**src/rtl/cpu_clk_enable_ctrl_if.sv**
```systemverilog
// Control/status bundle between the pipeline clock-enable controller and its debug/clock sources.
// master drives the requests and divided clock; slave (the controller) returns enable and status.
interface cpu_clk_enable_ctrl_if #(
    parameter int unsigned CW = 32
);
    logic          clk_d;
    logic          run;
    logic          step_btn;
    logic          halt_req;
    logic          bp_en;
    logic [CW-1:0] bp_cycle;
    logic          cpu_en;
    logic [CW-1:0] cycle_count;
    logic          halted;
    logic [1:0]    state;

    modport master (
        output clk_d, run, step_btn, halt_req, bp_en, bp_cycle,
        input  cpu_en, cycle_count, halted, state
    );

    modport slave (
        input  clk_d, run, step_btn, halt_req, bp_en, bp_cycle,
        output cpu_en, cycle_count, halted, state
    );
endinterface

```
**src/rtl/cpu_clk_enable_ctrl.sv**
```systemverilog
// Turns the divided clock into a one-clk pipeline enable with run/step/halt/breakpoint control.
// Keeps a wrapping count of issued enables for debug display.
module cpu_clk_enable_ctrl #(
    parameter int unsigned CW         = 32,
    parameter int unsigned DEB_CYCLES = 4
) (
    input  logic                  clk,
    input  logic                  reset,
    cpu_clk_enable_ctrl_if.slave  bus
);
    localparam int unsigned   DW       = $clog2(DEB_CYCLES + 1);
    localparam logic [DW-1:0] DEB_LAST = DW'(DEB_CYCLES - 1);
    localparam logic [DW-1:0] DEB_ONE  = DW'(1);
    localparam logic [CW-1:0] CNT_ONE  = CW'(1);

    typedef enum logic [1:0] {
        ST_HALT  = 2'b00,
        ST_RUN   = 2'b01,
        ST_STEP  = 2'b10,
        ST_BREAK = 2'b11
    } state_t;

    logic          r_clkd_s1, r_clkd_s2, r_clkd_prev;
    logic          r_btn_s1, r_btn_s2;
    logic          r_deb;
    logic [DW-1:0] r_deb_cnt;
    logic          r_step_pulse;
    state_t        r_state;
    logic          r_cpu_en;
    logic          r_halted;
    logic [CW-1:0] r_cycle_count;
    logic          w_tick;

    assign w_tick = r_clkd_s2 & ~r_clkd_prev;

    // Synchronizers, tick edge detect and step button debouncer
    always_ff @(posedge clk or posedge reset) begin
        if (reset) begin
            r_clkd_s1    <= 1'b0;
            r_clkd_s2    <= 1'b0;
            r_clkd_prev  <= 1'b0;
            r_btn_s1     <= 1'b0;
            r_btn_s2     <= 1'b0;
            r_deb        <= 1'b0;
            r_deb_cnt    <= '0;
            r_step_pulse <= 1'b0;
        end else begin
            r_clkd_s1    <= bus.clk_d;
            r_clkd_s2    <= r_clkd_s1;
            r_clkd_prev  <= r_clkd_s2;
            r_btn_s1     <= bus.step_btn;
            r_btn_s2     <= r_btn_s1;
            r_step_pulse <= 1'b0;
            if (r_btn_s2 != r_deb) begin
                if (r_deb_cnt == DEB_LAST) begin
                    r_deb        <= ~r_deb;
                    r_deb_cnt    <= '0;
                    r_step_pulse <= ~r_deb;
                end else begin
                    r_deb_cnt <= r_deb_cnt + DEB_ONE;
                end
            end else begin
                r_deb_cnt <= '0;
            end
        end
    end

    // Halted is registered alongside every state change rather than decoded from r_state
    always_ff @(posedge clk or posedge reset) begin
        if (reset) begin
            r_state       <= ST_HALT;
            r_cpu_en      <= 1'b0;
            r_halted      <= 1'b1;
            r_cycle_count <= '0;
        end else begin
            r_cpu_en <= 1'b0;
            if (bus.halt_req) begin
                r_state  <= ST_HALT;
                r_halted <= 1'b1;
            end else begin
                case (r_state)
                    ST_HALT: begin
                        if (bus.run) begin
                            r_state  <= ST_RUN;
                            r_halted <= 1'b0;
                        end else if (r_step_pulse) begin
                            r_state  <= ST_STEP;
                            r_halted <= 1'b0;
                        end
                    end
                    ST_RUN: begin
                        if (!bus.run) begin
                            r_state  <= ST_HALT;
                            r_halted <= 1'b1;
                        end else if (w_tick) begin
                            if (bus.bp_en && (r_cycle_count == bus.bp_cycle)) begin
                                r_state  <= ST_BREAK;
                                r_halted <= 1'b1;
                            end else begin
                                r_cpu_en      <= 1'b1;
                                r_cycle_count <= r_cycle_count + CNT_ONE;
                            end
                        end
                    end
                    ST_STEP: begin
                        if (w_tick) begin
                            r_cpu_en      <= 1'b1;
                            r_cycle_count <= r_cycle_count + CNT_ONE;
                            r_state       <= ST_HALT;
                            r_halted      <= 1'b1;
                        end
                    end
                    ST_BREAK: begin
                        if (!bus.run) begin
                            r_state  <= ST_HALT;
                            r_halted <= 1'b1;
                        end else if (r_step_pulse) begin
                            r_state  <= ST_STEP;
                            r_halted <= 1'b0;
                        end
                    end
                    default: begin
                        r_state  <= ST_HALT;
                        r_halted <= 1'b1;
                    end
                endcase
            end
        end
    end

    assign bus.cpu_en      = r_cpu_en;
    assign bus.cycle_count = r_cycle_count;
    assign bus.halted      = r_halted;
    assign bus.state       = r_state;
endmodule
```
**src/flat_wrapper.sv**
```systemverilog
// flat-port wrapper written by rule: the top's interface ports become plain ports
module cpu_clk_enable_ctrl_flat 
#(
    parameter int unsigned CW         = 32,
    parameter int unsigned DEB_CYCLES = 4
)
  (clk, reset, bus_clk_d, bus_run, bus_step_btn, bus_halt_req, bus_bp_en, bus_bp_cycle, bus_cpu_en, bus_cycle_count, bus_halted, bus_state);
  cpu_clk_enable_ctrl_if #(.CW(CW)) bus_i ();
  input  logic clk;
  input  logic reset;
  input wire logic [$bits(bus_i.clk_d)-1:0] bus_clk_d;
  input wire logic [$bits(bus_i.run)-1:0] bus_run;
  input wire logic [$bits(bus_i.step_btn)-1:0] bus_step_btn;
  input wire logic [$bits(bus_i.halt_req)-1:0] bus_halt_req;
  input wire logic [$bits(bus_i.bp_en)-1:0] bus_bp_en;
  input wire logic [$bits(bus_i.bp_cycle)-1:0] bus_bp_cycle;
  output wire logic [$bits(bus_i.cpu_en)-1:0] bus_cpu_en;
  output wire logic [$bits(bus_i.cycle_count)-1:0] bus_cycle_count;
  output wire logic [$bits(bus_i.halted)-1:0] bus_halted;
  output wire logic [$bits(bus_i.state)-1:0] bus_state;
  assign bus_i.clk_d = bus_clk_d;
  assign bus_i.run = bus_run;
  assign bus_i.step_btn = bus_step_btn;
  assign bus_i.halt_req = bus_halt_req;
  assign bus_i.bp_en = bus_bp_en;
  assign bus_i.bp_cycle = bus_bp_cycle;
  assign bus_cpu_en = bus_i.cpu_en;
  assign bus_cycle_count = bus_i.cycle_count;
  assign bus_halted = bus_i.halted;
  assign bus_state = bus_i.state;
  cpu_clk_enable_ctrl #(.CW(CW), .DEB_CYCLES(DEB_CYCLES)) u_core (.clk(clk), .reset(reset), .bus(bus_i));
endmodule
```
**config.mk**
```make
export PLATFORM = sky130hd
export DESIGN_NAME = cpu_clk_enable_ctrl_flat
export DESIGN_NICKNAME = d
export VERILOG_FILES = /design/src/rtl/cpu_clk_enable_ctrl_if.sv /design/src/rtl/cpu_clk_enable_ctrl.sv /design/src/flat_wrapper.sv
export SDC_FILE = /design/constraint.sdc
export NUM_CORES = 1
export LEC_CHECK = 0
export ABC_AREA = 1
export CORE_MARGIN = 5
export CORE_UTILIZATION = 53
export DETAILED_ROUTE_END_ITERATION = 16
export PLACE_DENSITY = 0.88
export SYNTH_ARGS = -nofsm -noshare
export SYNTH_HDL_FRONTEND = slang
export SYNTH_SLANG_ARGS = --single-unit
```
**constraint.sdc**
```tcl
create_clock -name clk -period 2.3 [get_ports clk]
set_input_delay 0.69 -clock clk [delete_from_list [all_inputs] [get_ports clk]]
set_output_delay 0.69 -clock clk [all_outputs]
set_load 0.01 [all_outputs]
```
==> metrics.txt <==
outcome=finished clean; Final Hold Vio Count=0; antenna violations before repair=0; CP Class=input pin to flip-flop; clk_skew=approximately 0.012 ns; count of buffer and inverter cells on the critical path=3; PwrDens=530.3 mW/mm^2; Synth area leaders=dfrtp_1 30%, nand2_1 27%, inv_1 7.3%; Core ar.=0.006869 sq mm; number of global-route vias before repair=approximately 4200; cell chosen for the clock root=clkbuf_8; GR Overflow Total=0; Critical Path AT=approximately 2.5 ns; post-synth top area cell=dfrtp_1; FF+latch count, synth=46; gr usage total=0.2645; # Post-CTS Setup Buffers=0; vias=4237; Slew Limit Fails=0; CP required=2.54 ns; hold_ws=~0.36 ns; clk_lat worst skew=0.31 ns; Slew HR=0.6654; Mapped Avg Cell Area=6.075 sq um; Cells after Synth=621; Pint=1.581 mW; post-synthesis cell area=0.003772 sq mm; TNS Setup=0 ns; initial core utilization=0.5492; crit-path cells=clkdlybuf4s50_1 > inv_1 > nand2_1 > nand2_1 > nor2_1 > nand2_1 > nor2_1 > nand2_2 > nor2_4 > nand3_2 > nand4_4 > clkbuf_16 > nand2_1 > nand2_1; Period minus WS final=2.255 ns; Die W=94.37 um; Num CTS Buffers=5; crit-path most repeated cell=nand2_1; crit path launch type=input pin; share of cells above drive strength 1=0.09558; Sink Count=46; Die Ht=between 90 and 100 um; Setup-failing EPs final=0; Final Total Pwr=2.617 mW; Netlist cell types=32; final WL=approximately 12000 um; final HPWL from detailed placement=8918 um; Tightest Hold Check Type=flip-flop to flip-flop; switching power=1.036 mW; Worst-Margin Slew=0.4981 ns; drt drc=0; H-Tree Depth=2; post-route antenna net violation count=0; Switching Share=0.3958; leakage power=2.511 nW; Logic pwr share=0.418; CP max-delay cell=clkdlybuf4s50_1; Initial DRC Count=305; count of input and output buffers=74; Setup crit end kind=flip-flop; first-pass GRT wire length=18970 um; Post-Syn Nets=approximately 670; clk slew on worst S/H paths=roughly 0.10 ns; Area Growth Syn to Fin=30.85%; register area share after synthesis=0.3055; Worst Path Max Fanout=8; critical path's largest stage delay=0.50 ns; # diodes=0; largest net degree at the start of global routing=33; Max-Cap Viols=0; CTS tree=yes; nets=roughly 750; share of the synthesized area in the top cell type=0.2985; peak supply drop=between 500 and 600 uV; Vias/cell=between 5 and 6; final worst path period share=0.9805; io pins=75; Final Wtd Congestion=about 1.0; CTS Buffer Depth=2; clock power share=0.209; routed length per instance=15.12 um; # rows=30; first-pass iteration count of the detailed router=7; synth warn=0; full die area=0.008905 sq mm; cell family with most CP delay=simple AND/OR/NAND/NOR gates; Seq pwr share=0.373; Max Fclk=0.4434 GHz
-- Yosys cell counts --
| library cell | count |
|---|---|
| buf_2 | 10 |
| xnor2_1 | 4 |
| clkinv_1 | 1 |
| o31ai_1 | 1 |
| nor4_1 | 1 |
| nand4_2 | 1 |
| o21ai_0 | 3 |
| buf_6 | 3 |
| a21oi_1 | 2 |
| nand3_1 | 21 |
| ha_1 | 6 |
| nand2_1 | 270 |
| nand4_1 | 37 |
| a221oi_1 | 1 |
| clkbuf_1 | 5 |
| a22oi_1 | 1 |
| xor2_1 | 24 |
| dfstp_2 | 1 |
| nor3_1 | 22 |
| inv_2 | 13 |
| nand3b_1 | 1 |
| o21ai_1 | 1 |
| nor3b_1 | 2 |
| dfrtp_1 | 45 |
| inv_1 | 73 |
| nor2_1 | 61 |
| a21boi_0 | 2 |
| nor3_2 | 2 |
| nand3_2 | 2 |
| a31oi_1 | 2 |
| nor2_2 | 2 |
| nand2b_1 | 1 |
-- state kept, by name (all words and copies together), names as in the netlist --
signal and cells:
u_core.r_step_pulse 1, u_core.bus.halted 1, u_core.r_clkd_s1 1, u_core.r_clkd_prev 1, u_core.r_btn_s2 1, u_core.r_btn_s1 1
u_core.bus.cpu_en 1, u_core.bus.cycle_count 32, u_core.r_clkd_s2 1, u_core.r_deb 1, u_core.r_deb_cnt 3, u_core.bus.state 2
-- timing repair --
action                                  in CTS  in global routing
gates resized for setup                      0                 26
hold buffers                                 0                  0
endpoints found under the setup margin       0                 32
-- worst paths after layout --
path | end | slack [ns] | start | depth (start not counted)
min in group asynchronous | u_core.bus.cycle_count[0] | 0.69 | reset | 3
worst max-delay path | u_core.bus.cycle_count[18] | 0.04 | bus_bp_cycle[30] | 14
max in group asynchronous | u_core.bus.halted | 1.18 | reset | 3
worst min register to register | u_core.r_clkd_s2 | 0.36 | u_core.r_clkd_s1 | 0
worst max register to register | u_core.bus.cycle_count[30] | 0.22 | u_core.bus.cycle_count[1] | 7
worst min-delay path | u_core.r_clkd_s2 | 0.36 | u_core.r_clkd_s1 | 0
-- power groups by stage --
stage               Clock (mW)  Sequential [mW]  Combinational, mW
floorplan                    0            0.990              0.533
global placement             0            0.982              0.849
detailed placement           0            0.986              0.888
CTS                      0.547            0.971              0.892
global route             0.585            0.991               1.20
finish                   0.547            0.975               1.10
-- metal layers --
layer / global-route usage / part of all wire / wire, um / vias up
li1: - / - / - / 2094
met3: 0.02789 / 0.075 / 905 / 29
met1: 0.3413 / 0.41 / 4916 / 1950
met5: 0 / 0 / 0 / -
met2: 0.4687 / 0.49 / 5936 / 164
met4: 0.07461 / 0.024 / 292 / 0
-- cells in the final DEF, fill, tap and decap left out, types with 4 or more instances in the layout --
cell type | netlist | layout
nand2_1 | 270 | 262
inv_1 | 73 | 72
clkdlybuf4s50_1 | 0 | 72
nor2_1 | 61 | 52
dfrtp_1 | 45 | 45
nand4_1 | 37 | 37
xor2_1 | 24 | 24
nor3_1 | 22 | 22
nand3_1 | 21 | 19
inv_2 | 13 | 13
nor2_2 | 2 | 10
buf_4 | 0 | 8
nand2_2 | 0 | 7
ha_1 | 6 | 6
clkbuf_8 | 0 | 5
nand3_2 | 2 | 4
xnor2_1 | 4 | 4
clkbuf_16 | 0 | 4
-- cells by family after synthesis --
| family | share of synthesized area |
|---|---|
| simple gates | 0.4743 |
| buf+inv | 0.1138 |
| flops | 0.3055 |
| xor+xnor | 0.06501 |
| compound gates | 0.02156 |
| fa+ha+maj | 0.01990 |
-- stage by stage --
stage                       util  worst slack (ns)  cells  instance area (sq um)
after floorplan                -            0.5239    621                   3772
after global placement    0.6752           -0.1968    783                   4638
after detailed placement  0.6752           -0.2514    783                   4638
after CTS                 0.6891           0.06233    791                   4733
after global routing      0.7186          -0.05811    797                   4936
final                     0.7186           0.04481    797                   4936
-- cell type report --
type / instances / area, sq um
inverters: 87 / 326.6
well taps: 96 / 120.1
clock buffers: 5 / 68.82
flip-flops and latches: 46 / 1152
multi-input cells: 470 / 2273
fillers: 617 / 1933
repair buffers: 90 / 968.4
clock inverters: 3 / 26.28
Note: power is estimated with default switching activity, not from simulation.
